==> config.mk <==
export PLATFORM = sky130hd
export DESIGN_NAME = knock_pattern_detect
export DESIGN_NICKNAME = d
export VERILOG_FILES = /design/src/rtl/knock_pkg.sv /design/src/rtl/knock_debounce.sv /design/src/rtl/knock_pattern_detect.sv
export SDC_FILE = /design/constraint.sdc
export NUM_CORES = 1
export LEC_CHECK = 0
export ABC_AREA = 0
export CAP_MARGIN = 40
export CORE_AREA = 2 2 76 78
export CTS_BUF_LIST = sky130_fd_sc_hd__clkbuf_8
export DETAILED_ROUTE_END_ITERATION = 8
export DIE_AREA = 0 0 78 80
export GPL_TIMING_DRIVEN = 0
export PLACE_DENSITY = 0.59
export SLEW_MARGIN = 15
export SYNTH_ARGS = -nofsm -noshare
export SYNTH_HDL_FRONTEND = slang
export SYNTH_SLANG_ARGS = --single-unit
export TNS_END_PERCENT = 30
==> constraint.sdc <==
create_clock -name CLK1K -period 1.61 [get_ports CLK1K]
set_input_delay 0.322 -clock CLK1K [delete_from_list [all_inputs] [get_ports CLK1K]]
set_output_delay 0.322 -clock CLK1K [all_outputs]
set_load 0.02 [all_outputs]
==> src/rtl/knock_pkg.sv <==
// Shared types and constants for the knock pattern detector.
package knock_pkg;

  typedef enum logic [1:0] {
    ST_IDLE    = 2'd0,
    ST_COUNT   = 2'd1,
    ST_HOLDOFF = 2'd2
  } knock_state_e;

  localparam int unsigned TMR_W   = 13;
  localparam int unsigned TMR_MAX = (1 << TMR_W) - 1;

  localparam int unsigned        CNT_W   = 3;
  localparam logic [CNT_W-1:0]   CNT_MAX = '1;

  localparam int unsigned LED_LEN = 100;
  localparam int unsigned LED_W   = 7;

  function automatic logic [CNT_W-1:0] sat_inc(input logic [CNT_W-1:0] v);
    return (v == CNT_MAX) ? v : v + 1'b1;
  endfunction

  function automatic bit timer_param_ok(input int unsigned v);
    return (v >= 1) && (v <= TMR_MAX);
  endfunction

endpackage

==> src/rtl/knock_debounce.sv <==
// Two-flop synchronizer followed by a stable-time debouncer for the raw knock sensor.
module knock_debounce
  import knock_pkg::*;
#(
  parameter int unsigned DEB_MS = 8
) (
  input  logic CLK1K,
  input  logic RSTN,
  input  logic knock_i,
  output logic level_o
);

  localparam logic [TMR_W-1:0] DEB_LAST = TMR_W'(DEB_MS - 1);

  logic             sync1_q;
  logic             sync2_q;
  logic             level_q;
  logic             level_d;
  logic [TMR_W-1:0] cnt_q;
  logic [TMR_W-1:0] cnt_d;

  always_ff @(posedge CLK1K or negedge RSTN) begin
    if (!RSTN) begin
      sync1_q <= 1'b0;
      sync2_q <= 1'b0;
    end else begin
      sync1_q <= knock_i;
      sync2_q <= sync1_q;
    end
  end

  // The count only advances while the synchronized input disagrees with the
  // held level; it flips after DEB_MS consecutive disagreeing cycles.
  always_comb begin
    level_d = level_q;
    cnt_d   = '0;
    if (sync2_q != level_q) begin
      if (cnt_q == DEB_LAST) begin
        level_d = sync2_q;
      end else begin
        cnt_d = cnt_q + 1'b1;
      end
    end
  end

  always_ff @(posedge CLK1K or negedge RSTN) begin
    if (!RSTN) begin
      level_q <= 1'b0;
      cnt_q   <= '0;
    end else begin
      level_q <= level_d;
      cnt_q   <= cnt_d;
    end
  end

  assign level_o = level_q;

  always_ff @(posedge CLK1K) begin
    assert (timer_param_ok(DEB_MS))
      else $error("knock_debounce: DEB_MS=%0d outside 1..%0d", DEB_MS, TMR_MAX);
  end

endmodule

==> src/rtl/knock_pattern_detect.sv <==
// Knock pattern detector: counts debounced knocks in a window and pulses ALARM.
// Optional KNOCK_LED stretch output is built when KNOCK_LED_EN is defined.
module knock_pattern_detect
  import knock_pkg::*;
#(
  parameter int unsigned DEB_MS       = 8,
  parameter int unsigned WINDOW_MS    = 1000,
  parameter int unsigned KNOCK_THRESH = 3,
  parameter int unsigned HOLDOFF_MS   = 4200
) (
  input  logic             CLK1K,
  input  logic             RSTN,
  input  logic             KNOCK_IN,
  output logic             ALARM,
  output logic [CNT_W-1:0] KNOCK_CNT,
  output logic             BUSY
`ifdef KNOCK_LED_EN
  ,
  output logic             KNOCK_LED
`endif
);

  localparam logic [TMR_W-1:0] WIN_LAST  = TMR_W'(WINDOW_MS - 1);
  localparam logic [TMR_W-1:0] HOLD_LAST = TMR_W'(HOLDOFF_MS - 1);

  logic             deb_level;
  logic             level_prev_q;
  logic             knock_evt;

  knock_state_e     state_q;
  knock_state_e     state_d;
  logic [CNT_W-1:0] cnt_q;
  logic [CNT_W-1:0] cnt_d;
  logic [CNT_W-1:0] cnt_inc;
  logic [TMR_W-1:0] tmr_q;
  logic [TMR_W-1:0] tmr_d;
  logic             alarm_q;
  logic             alarm_d;

  knock_debounce #(
    .DEB_MS (DEB_MS)
  ) u_debounce (
    .CLK1K   (CLK1K),
    .RSTN    (RSTN),
    .knock_i (KNOCK_IN),
    .level_o (deb_level)
  );

  always_ff @(posedge CLK1K or negedge RSTN) begin
    if (!RSTN) begin
      level_prev_q <= 1'b0;
    end else begin
      level_prev_q <= deb_level;
    end
  end

  assign knock_evt = deb_level & ~level_prev_q;

  // The window and holdoff phases never overlap, so they share one timer.
  always_comb begin
    state_d = state_q;
    cnt_d   = cnt_q;
    tmr_d   = tmr_q;
    alarm_d = 1'b0;
    cnt_inc = knock_evt ? sat_inc(cnt_q) : cnt_q;
    unique case (state_q)
      ST_IDLE: begin
        if (knock_evt) begin
          state_d = ST_COUNT;
          cnt_d   = CNT_W'(1);
          tmr_d   = '0;
        end
      end
      ST_COUNT: begin
        cnt_d = cnt_inc;
        tmr_d = tmr_q + 1'b1;
        if (tmr_q == WIN_LAST) begin
          cnt_d = '0;
          tmr_d = '0;
          if (32'(cnt_inc) >= KNOCK_THRESH) begin
            alarm_d = 1'b1;
            state_d = ST_HOLDOFF;
          end else begin
            state_d = ST_IDLE;
          end
        end
      end
      ST_HOLDOFF: begin
        tmr_d = tmr_q + 1'b1;
        if (tmr_q == HOLD_LAST) begin
          tmr_d   = '0;
          state_d = ST_IDLE;
        end
      end
      default: begin
        state_d = ST_IDLE;
        cnt_d   = '0;
        tmr_d   = '0;
      end
    endcase
  end

  always_ff @(posedge CLK1K or negedge RSTN) begin
    if (!RSTN) begin
      state_q <= ST_IDLE;
      cnt_q   <= '0;
      tmr_q   <= '0;
      alarm_q <= 1'b0;
    end else begin
      state_q <= state_d;
      cnt_q   <= cnt_d;
      tmr_q   <= tmr_d;
      alarm_q <= alarm_d;
    end
  end

  assign ALARM     = alarm_q;
  assign KNOCK_CNT = cnt_q;
  assign BUSY      = (state_q != ST_IDLE);

`ifdef KNOCK_LED_EN
  logic [LED_W-1:0] led_q;
  logic [LED_W-1:0] led_d;

  always_comb begin
    led_d = led_q;
    if (knock_evt) begin
      led_d = LED_W'(LED_LEN);
    end else if (led_q != '0) begin
      led_d = led_q - 1'b1;
    end
  end

  always_ff @(posedge CLK1K or negedge RSTN) begin
    if (!RSTN) begin
      led_q <= '0;
    end else begin
      led_q <= led_d;
    end
  end

  assign KNOCK_LED = (led_q != '0);
`endif

  always_ff @(posedge CLK1K) begin
    assert (timer_param_ok(WINDOW_MS))
      else $error("knock_pattern_detect: WINDOW_MS=%0d outside 1..%0d", WINDOW_MS, TMR_MAX);
    assert (timer_param_ok(HOLDOFF_MS))
      else $error("knock_pattern_detect: HOLDOFF_MS=%0d outside 1..%0d", HOLDOFF_MS, TMR_MAX);
    assert (KNOCK_THRESH <= TMR_MAX)
      else $error("knock_pattern_detect: KNOCK_THRESH=%0d above %0d", KNOCK_THRESH, TMR_MAX);
    if (RSTN) begin
      assert (!(alarm_q && alarm_d))
        else $error("knock_pattern_detect: ALARM asserted on consecutive cycles");
    end
  end

endmodule

[Word-level counts from Yosys, hierarchy flattened]
Cells that the tools add are included.
Storage, ports and cells
  register bits after elaboration: 36
  input port bits: 3
  output and inout port bits: 5
  word-level logic and storage cells: 50
Cells by class
  add/sub/neg operators: 3
  magnitude comparators: 1
  equality and inequality tests: 10
  multiplexer cells: 19
  bitwise gates (word level): 3
  reductions and logical operators: 5
Operator list (count)
  $mux W13: 5
  $pmux W13 S3: 1
  $add A13 B1 Y13 const B: 2
  $eq A13 B10 Y1 const B: 1
  $eq A13 B13 Y1 const B: 1
  $eq A13 B3 Y1 const B: 1
  $mux W3: 4
  $pmux W3 S3: 1
  $mux W2: 4
  $ne A2 B2 Y1 const B: 3
  $pmux W2 S3: 1
  $reduce_and A2 Y1: 2
  $add A3 B1 Y3 const B: 1
  $eq A3 B3 Y1 const B: 1
  $ge A3 B2 Y1 const B: 1
  $mux W1: 3
  $reduce_and A3 Y1: 1
  $eq A2 B1 Y1 const B: 1
  $eq A2 B2 Y1 const B: 1
  $logic_not A2 Y1: 1
  $not A1 Y1: 2
  $reduce_bool A2 Y1: 1
  $and A1 B1 Y1: 1
  $ne A1 B1 Y1: 1

[Logic depth before layout (Yosys ltp)]
Gate-level depths: netlist (run 1).
  depth in word-level cells: 7
  gate-level depth with buffers: 7
  gate-level depth less buffers: 6

[Hierarchy]
Synthesis (run 1) repeated with hierarchy kept, for this count alone.
Unflattened totals
  cell total of the unflattened synthesis: 203
  area total of the unflattened synthesis: 2016.9 sq um
Modules (own cells, without submodules)
  knock_pattern_detect: instances 1, cells an instance 131, area each 1251.2 sq um, sequential area each 500.5 sq um
  knock_debounce: instances 1, cells an instance 72, area each 765.7 sq um, sequential area each 400.4 sq um

[Least setup slack after synthesis (run 1)]
OpenSTA, ideal clock, no wires.
  path kind: register -> register
  start point: register state_q[0]
  end point: register tmr_q[0]
  library setup time: 83 ps
  arrival time: 1565 ps
  required time: 1527 ps
  slack: -37 ps
  stages on the path, launching flop included: 7
  buffers on the path: 1
  period minus slack after synthesis: 1647 ps
  cells stage by stage: dfrtp_1 > inv_1 > ha_1 > a21boi_0 > clkbuf_1 > o21ai_0 > o21ai_0
On the way
  longest elaborated chain between the ends: 2
  elaborated cells on any way between the ends: 5
  classes of those cells: eq/ne: 3; mux: 1; reduce/logical: 1
Ends and longest elaborated chain
  start: declaration: line knock_pattern_detect.sv:30  | knock_state_e state_q;
  start signal: assignment: line knock_pattern_detect.sv:110  | state_q <= state_d;
  $eq A2 B2 Y1 (tied with other cells): line knock_pattern_detect.sv:66  | unique case (state_q)
  $pmux W13 S3 / $ne A2 B2 Y1 (equally long branches)
  end signal: assignment: line knock_pattern_detect.sv:112  | tmr_q <= tmr_d;
  end: declaration: line knock_pattern_detect.sv:35  | logic [TMR_W-1:0] tmr_q;
Parallel ways exist; a longest one is shown, timed or not.
A chain may end at the register's enable or synchronous reset.

[Worst setup path in the final report (run 1)]
  start point: register tmr_q[11]
  end point: register tmr_q[2]
On the way
  longest elaborated chain between the ends: 3
  elaborated cells on any way between the ends: 5
  classes of those cells: eq/ne: 2; mux: 3
Ends and longest elaborated chain (line)
  $eq A13 B13 Y1 / $eq A13 B10 Y1 (equally long branches): knock_pattern_detect.sv:90, knock_pattern_detect.sv:77
  $mux W13, on equally long branches: knock_pattern_detect.sv:90, knock_pattern_detect.sv:77
  $pmux W13 S3 *: knock_pattern_detect.sv:66
Mark *: on every way between the ends. The rest lies on a longest branch, timed or not.

==> results.yml, run 1 <==
worst_hold_path:
  whs_path_depth: 0
  whs_endpoint: "u_debounce.sync2_q"
  min_path_type: "reg2reg"
  min_from: "u_debounce.sync1_q"
yosys:
  yosys_most_used_dff: "dfrtp_1"
  synth_area_um2: 2030
  netlist_instances: 222
  ys_ff_latch: 36
  synth_nets: 231
  async_reset_ff_share_pct: 100
  ys_types: 42
  synth_edf_count: 0
  synth-seq-area-share_pct: 44.4
  yosys_warnings: 0
  synth_area_per_cell_um2: 9.14
sta:
  finalSetupViolations: 18
  fin_crit_sh_pct: 108
  worst_slack_ns: -0.123
  final_hold_viol_count: 0
  slew-limit-headroom_pct: 70.1
  hold_ws_ns: 0.354
  rsz0062_at_grt: "true"
  fin_crit_ns: 1.73
  max_freq_mhz: 577
  slew_violations: 0
  skew_ns: 0.00205
  worst_pin_slew_ns: 0.448
critical_path:
  critPathLaunchType: "flip-flop"
  regToRegEndpoint: "tmr_q[2]"
  cp.required_ns: 1.77
  cp_max_fo: 7
  r2r_slack_ns: -0.12
  arrival_ns: 1.89
  setup.worst_path.class: "reg2reg"
  end_kind: "flip-flop"
  r2r-start: "tmr_q[11]"
  r2r_cells: 6
power:
  p_comb_share_pct: 36.6
  p_sw_share_pct: 35.9
  p_leak_nw: 0.995
  clock_power_share_pct: 26.5
  power_density_nw_per_um2: 1110
  power.internal_w: 0.00190
  p_seq_share_pct: 36.9
  ir_drop_mv: 0.556
  design_power_total_w: 0.00296
  switchingPower_w: 0.00106
floorplan:
  core_area_um2: 5410
  fp.dieH_um: 80
  io_pins: 8
  initial_core_util_pct: 37.5
  row_count: 27
  fp.dieW_um: 78
  die_area_um2: 6240
finish:
  post-route-util_pct: 49.4
  antenna-diode-count: 0
  nNetsFinal: 259
  finalNonFillerCells: 323
  layout-drive-gt1-share_pct: 28.3
  fillers: 514
  area_growth_syn_to_layout_pct: 31.5
  stdcell_area_um2: 2670
clocking:
  clk_latency_ns: 0.29
  cts_buffers: 5
  tritoncts: "done"
  clock-sinks: 36
  htreeDepth: 2
  ctsRootBufferMaster: "clkbuf_8"
  clk_pin_slew_worst_paths_ns: 0.07
  clk_path_buf_depth: 2
placement:
  placed_area_um2: 2210
  hpwlAfterDp_um: 3200
  placed_cells: 302
  gp_congestion: 0.832
  numPortBuffers: 7
drt:
  wl_per_cell_um: 15.9
  vias: 1799
  drtIter0Drc: 130
  ant_nets: 0
  routed_via_density: 5.57
  routed_wirelength_um: 5150
  dr.pass1.iters: 4
  drc: 0
global_routing:
  grt_max_degree: 31
  grt_pass1_vias: 1713
  track_usage_pct: 17.5
  overflow: 0
  grt_pass1_wl_um: 8500
  antenna_found_initial: 0
outcome:
  status: "finished, violations left"
  violations: "setup timing"
job:
  cap_violations: 0
[worst max-delay path, stage by stage, from the launching register on]
cell and delay [ns]:
dfrtp_1 0.41, nor4_4 0.28, buf_4 0.19, a41oi_4 0.20
buf_6 0.21, o2111ai_2 0.18, o311ai_2 0.13
[power by group through the flow]
stage               sequential, W  clock (W)  combinational (W)
finish                    0.00109   0.000784            0.00108
global route              0.00111   0.000842            0.00118
CTS                       0.00109   0.000817           0.000952
detailed placement        0.00110          0           0.000765
global placement          0.00110          0           0.000755
floorplan                 0.00110          0           0.000498
[kinds of logic (layout without fill, tap and decap cells)]
kind of cell / after synthesis / in the layout / share of synthesized area (%)
flip-flops: 36 / 36 / 44.4
adder cells (fa/ha/maj): 6 / 6 / 3.70
AO/OA/AOI/OAI: 48 / 48 / 17.0
XOR/XNOR: 10 / 10 / 4.32
buffers and inverters: 23 / 52 / 4.44
AND/OR/NAND/NOR: 97 / 97 / 25.2
multiplexers: 2 / 2 / 1.05
[per-layer routing]
layer	GRT usage, %	part of all wire (%)
met1	24.2	49
met5	0	0
met2	27.1	46
met4	6.84	1.1
met3	3.17	4.2
[cell usage after synthesis, drive strengths merged, types with 2 or more instances]
library cell	number	share of area, %
o31ai	2	0.74
or4	4	1.7
o211ai	13	4.8
nand2	26	4.8
buf	3	0.74
a211oi	2	0.74
xor2	2	0.86
ha	6	3.7
nor2b	2	0.62
clkbuf	6	1.1
nand4	4	1.2
o21ai	11	2.7
a21oi	3	0.74
xnor2	8	3.5
nand3	12	3.2
inv	14	2.6
dfrtp	36	44
nor4	11	4.1
a31oi	2	0.62
o2111ai	8	3.5
nor3	9	2.2
or3	3	0.92
nor2	17	3.1
and3	4	1.2
[registers in the layout (all words and copies together) (netlist names)]
signal / count
ALARM: 1
KNOCK_CNT: 3
level_prev_q: 1
state_q: 2
tmr_q: 13
u_debounce.cnt_q: 13
u_debounce.level_o: 1
u_debounce.sync1_q: 1
u_debounce.sync2_q: 1
[cells in the final DEF, fill, tap and decap left out, drive strengths merged, types with 3 or more instances in the layout]
master / Yosys / final
nand2: 26 / 26
clkbuf: 6 / 9
or3: 3 / 3
o2111ai: 8 / 8
nor3: 9 / 9
buf: 3 / 20
and3: 4 / 4
a21oi: 3 / 3
inv: 14 / 15
nor2: 17 / 17
ha: 6 / 6
o21ai: 11 / 11
dfrtp: 36 / 36
nand3: 12 / 12
dlygate4sd2: 0 / 3
o211ai: 13 / 13
nor4: 11 / 11
nand4: 4 / 4
or4: 4 / 4
xnor2: 8 / 8
[worst max path at each step]
stage | start | endpoint
final | tmr_q[11] | tmr_q[2]
after detailed placement | tmr_q[0] | tmr_q[1]
after floorplan | tmr_q[0] | state_q[0]
after global routing | tmr_q[11] | tmr_q[2]
after global placement | RSTN | ALARM
after CTS | tmr_q[11] | KNOCK_CNT[1]
[stage by stage]
stage          setup slack, ns  TNS [ns]
2_1_floorplan         -0.00136  -0.00136
3_3_place_gp            -0.704    -33.52
3_5_place_dp            -0.461     -7.90
4_1_cts                -0.0651    -0.498
5_1_grt                 -0.199     -2.91
6_report                -0.123     -1.34
[final cells by class]
cell class	count	area [um2]	area share, %
Sequential cell	36	907	34.0
Multi-Input combinational cell	163	1240	46.4
Timing Repair Buffer	22	195	7.31
Clock buffer	5	68.8	2.58
Tap cell	72	90.1	3.38
Clock inverter	3	38.8	1.45
Inverter	14	52.6	1.97
Buffer	8	77.6	2.91
[repair_timing]
item,4_1_cts,5_1_grt
gates resized for setup,45,30
setup endpoints to repair,33,31
hold endpoints to repair,6,0
hold buffers,1,0
gates cloned,1,1
pin swaps,11,16
buffers inserted,6,5
Power figures use the tool's default switching activity.
==> run 2: changes to the inputs <==
REMOVE_ABC_BUFFERS = 1   (was unset)
==> run 2 against run 1 <==
The run still ends with setup timing left. Sequential power about the same. Combinational power decreased by 11%. First-iteration DRC count up 14%. Total power fell by 3.7%. Critical path depth is the same. Via count rose by 0.28%. Flip-flop and latch count stayed put. Setup slack lost 0.0087 ns. Final area shrank 2.1%. Global-route usage fell by 0.32 points.
==> results.yml, run 2 (synthesis gave the netlist of run 1 again) <==
worst_hold_path:
  min_from: "u_debounce.sync1_q"
  min_path_type: "reg2reg"
  whs_endpoint: "u_debounce.sync2_q"
  whs_path_depth: 0
clocking:
  cts_buffers: 5
  clk_pin_slew_worst_paths_ns: 0.08
  ctsRootBufferMaster: "clkbuf_8"
  clk_latency_ns: 0.30
  htreeDepth: 2
  clock-sinks: 36
  tritoncts: "done"
  clk_path_buf_depth: 2
power:
  p_leak_nw: 0.972
  ir_drop_mv: 0.446
  switchingPower_w: 0.00101
  p_comb_share_pct: 33.5
  power.internal_w: 0.00184
  clock_power_share_pct: 28.2
  p_sw_share_pct: 35.3
  design_power_total_w: 0.00285
  power_density_nw_per_um2: 1090
  p_seq_share_pct: 38.3
finish:
  layout_commonest_cell: "dfrtp_1"
  nNetsFinal: 253
  layout-drive-gt1-share_pct: 24.9
  area_growth_syn_to_layout_pct: 28.7
  finalNonFillerCells: 317
  regArea_um2: 907
  post-route-util_pct: 48.3
  multi_input_area_um2: 1200
  fillers: 505
  final_cell_mix: "31 x dfrtp_1, 24 x nand2_1, 16 x nor2_1"
  antenna-diode-count: 0
critical_path:
  startpoint: "tmr_q[4]"
  r2r_cells: 6
  arrival_ns: 1.90
  critPathLaunchType: "flip-flop"
  end_kind: "flip-flop"
  regToRegEndpoint: "tmr_q[2]"
  cp_max_fo: 17
  r2r_slack_ns: -0.13
  cp.required_ns: 1.77
  setup.worst_path.class: "reg2reg"
  r2r-start: "tmr_q[4]"
global_routing:
  grt_max_degree: 28
  grt_pass1_wl_um: 8420
  antenna_found_initial: 0
  track_usage_pct: 17.1
  overflow: 0
  grt_pass1_vias: 1703
sta:
  final_hold_viol_count: 0
  rsz0062_at_grt: "true"
  max_freq_mhz: 574
  skew_ns: 0.00521
  slew-limit-headroom_pct: 73.1
  slew_violations: 0
  finalSetupViolations: 14
  hold_ws_ns: 0.352
  worst_slack_ns: -0.131
  fin_crit_sh_pct: 108
  worst_pin_slew_ns: 0.404
  fin_crit_ns: 1.74
job:
  cap_violations: 0
drt:
  route.met2.wl_um: 2290
  routed.top_layer: "met4"
  drt-met1-wl_um: 2320
  route.met3.wl_um: 207
  ant_nets: 0
  routed_wirelength_um: 4900
  dr.pass1.iters: 4
  wl_per_cell_um: 15.5
  drc: 0
  vias: 1804
  drtIter0Drc: 148
  routed_via_density: 5.69
floorplan:
  initial_core_util_pct: 37.5
  fp.dieH_um: 80
  fp.dieW_um: 78
  die_area_um2: 6240
  row_count: 27
  io_pins: 8
  core_area_um2: 5410
outcome:
  violations: "setup timing"
  status: "finished, violations left"
placement:
  numPortBuffers: 7
  hpwlAfterDp_um: 2960
  placed_cells: 297
  gp_congestion: 0.787
==> run 2: cell count changes in the layout (fill, tap and decap cells not counted), sizes merged <==
cell | previous run | this run
buf | 20 | 17
bufbuf | 0 | 1
clkbuf | 9 | 5
clkinvlp | 0 | 1
inv | 15 | 14
==> run 2: stage by stage <==
stage	TNS (ns)	setup WS, ns	area (um2)
4_1_cts	-0.847	-0.100	2510
6_report	-1.13	-0.131	2610
3_3_place_gp	-46.13	-1.56	2150
2_1_floorplan	-9.30	-0.760	1990
3_5_place_dp	-7.26	-0.626	2210
5_1_grt	-2.59	-0.214	2610
==> run 2: worst max path at each step <==
stage	slack [ns]	to	cells after the start
global placement	-1.56	tmr_q[2]	5
finish	-0.13	tmr_q[2]	6
global route	-0.21	tmr_q[4]	6
detailed placement	-0.63	tmr_q[1]	6
floorplan	-0.76	tmr_q[2]	5
CTS	-0.10	state_q[0]	5
==> run 2: layout make-up <==
class                      instances  area share [%]
multi-input combinational        163            46.1
sequential                        36            34.7
timing repair buffer              24            9.43
tap                               72            3.45
clock buffer                       5            2.63
inverter                          14            2.01
clock inverter                     3            1.63
==> run 2: what timing repair did <==
| item | in CTS | in global routing |
|---|---|---|
| pin swaps | 8 | 5 |
| gates resized for setup | 30 | 21 |
| hold buffers | 1 | 0 |
| endpoints found under the setup margin | 34 | 32 |
| hold endpoints to repair | 9 | 0 |
| gates cloned | 1 | 0 |
| buffers inserted | 7 | 3 |
==> run 2: critical path, stage by stage, from the launching register on <==
cell and delay [ns]:
dfrtp_2 0.45, nor4_4 0.25, buf_4 0.18, a41oi_4 0.14, buf_12 0.18, o2111ai_1 0.24
o311ai_2 0.16
==> run 2: power groups by stage <==
stage                     clock (W)  sequential [W]  combinational (W)
after floorplan                   0         0.00110           0.000452
final                      0.000804         0.00109           0.000956
after detailed placement          0         0.00110           0.000759
after global routing       0.000863         0.00111            0.00104
after global placement            0         0.00110           0.000693
after CTS                  0.000825         0.00108           0.000885
==> run 2: layer usage <==
| metal | vias up | GRT usage [%] |
|---|---|---|
| li1 | 870 | - |
| met1 | 886 | 23.7 |
| met2 | 40 | 26.6 |
| met3 | 8 | 3.73 |
| met4 | 0 | 5.96 |
| met5 | - | 0 |
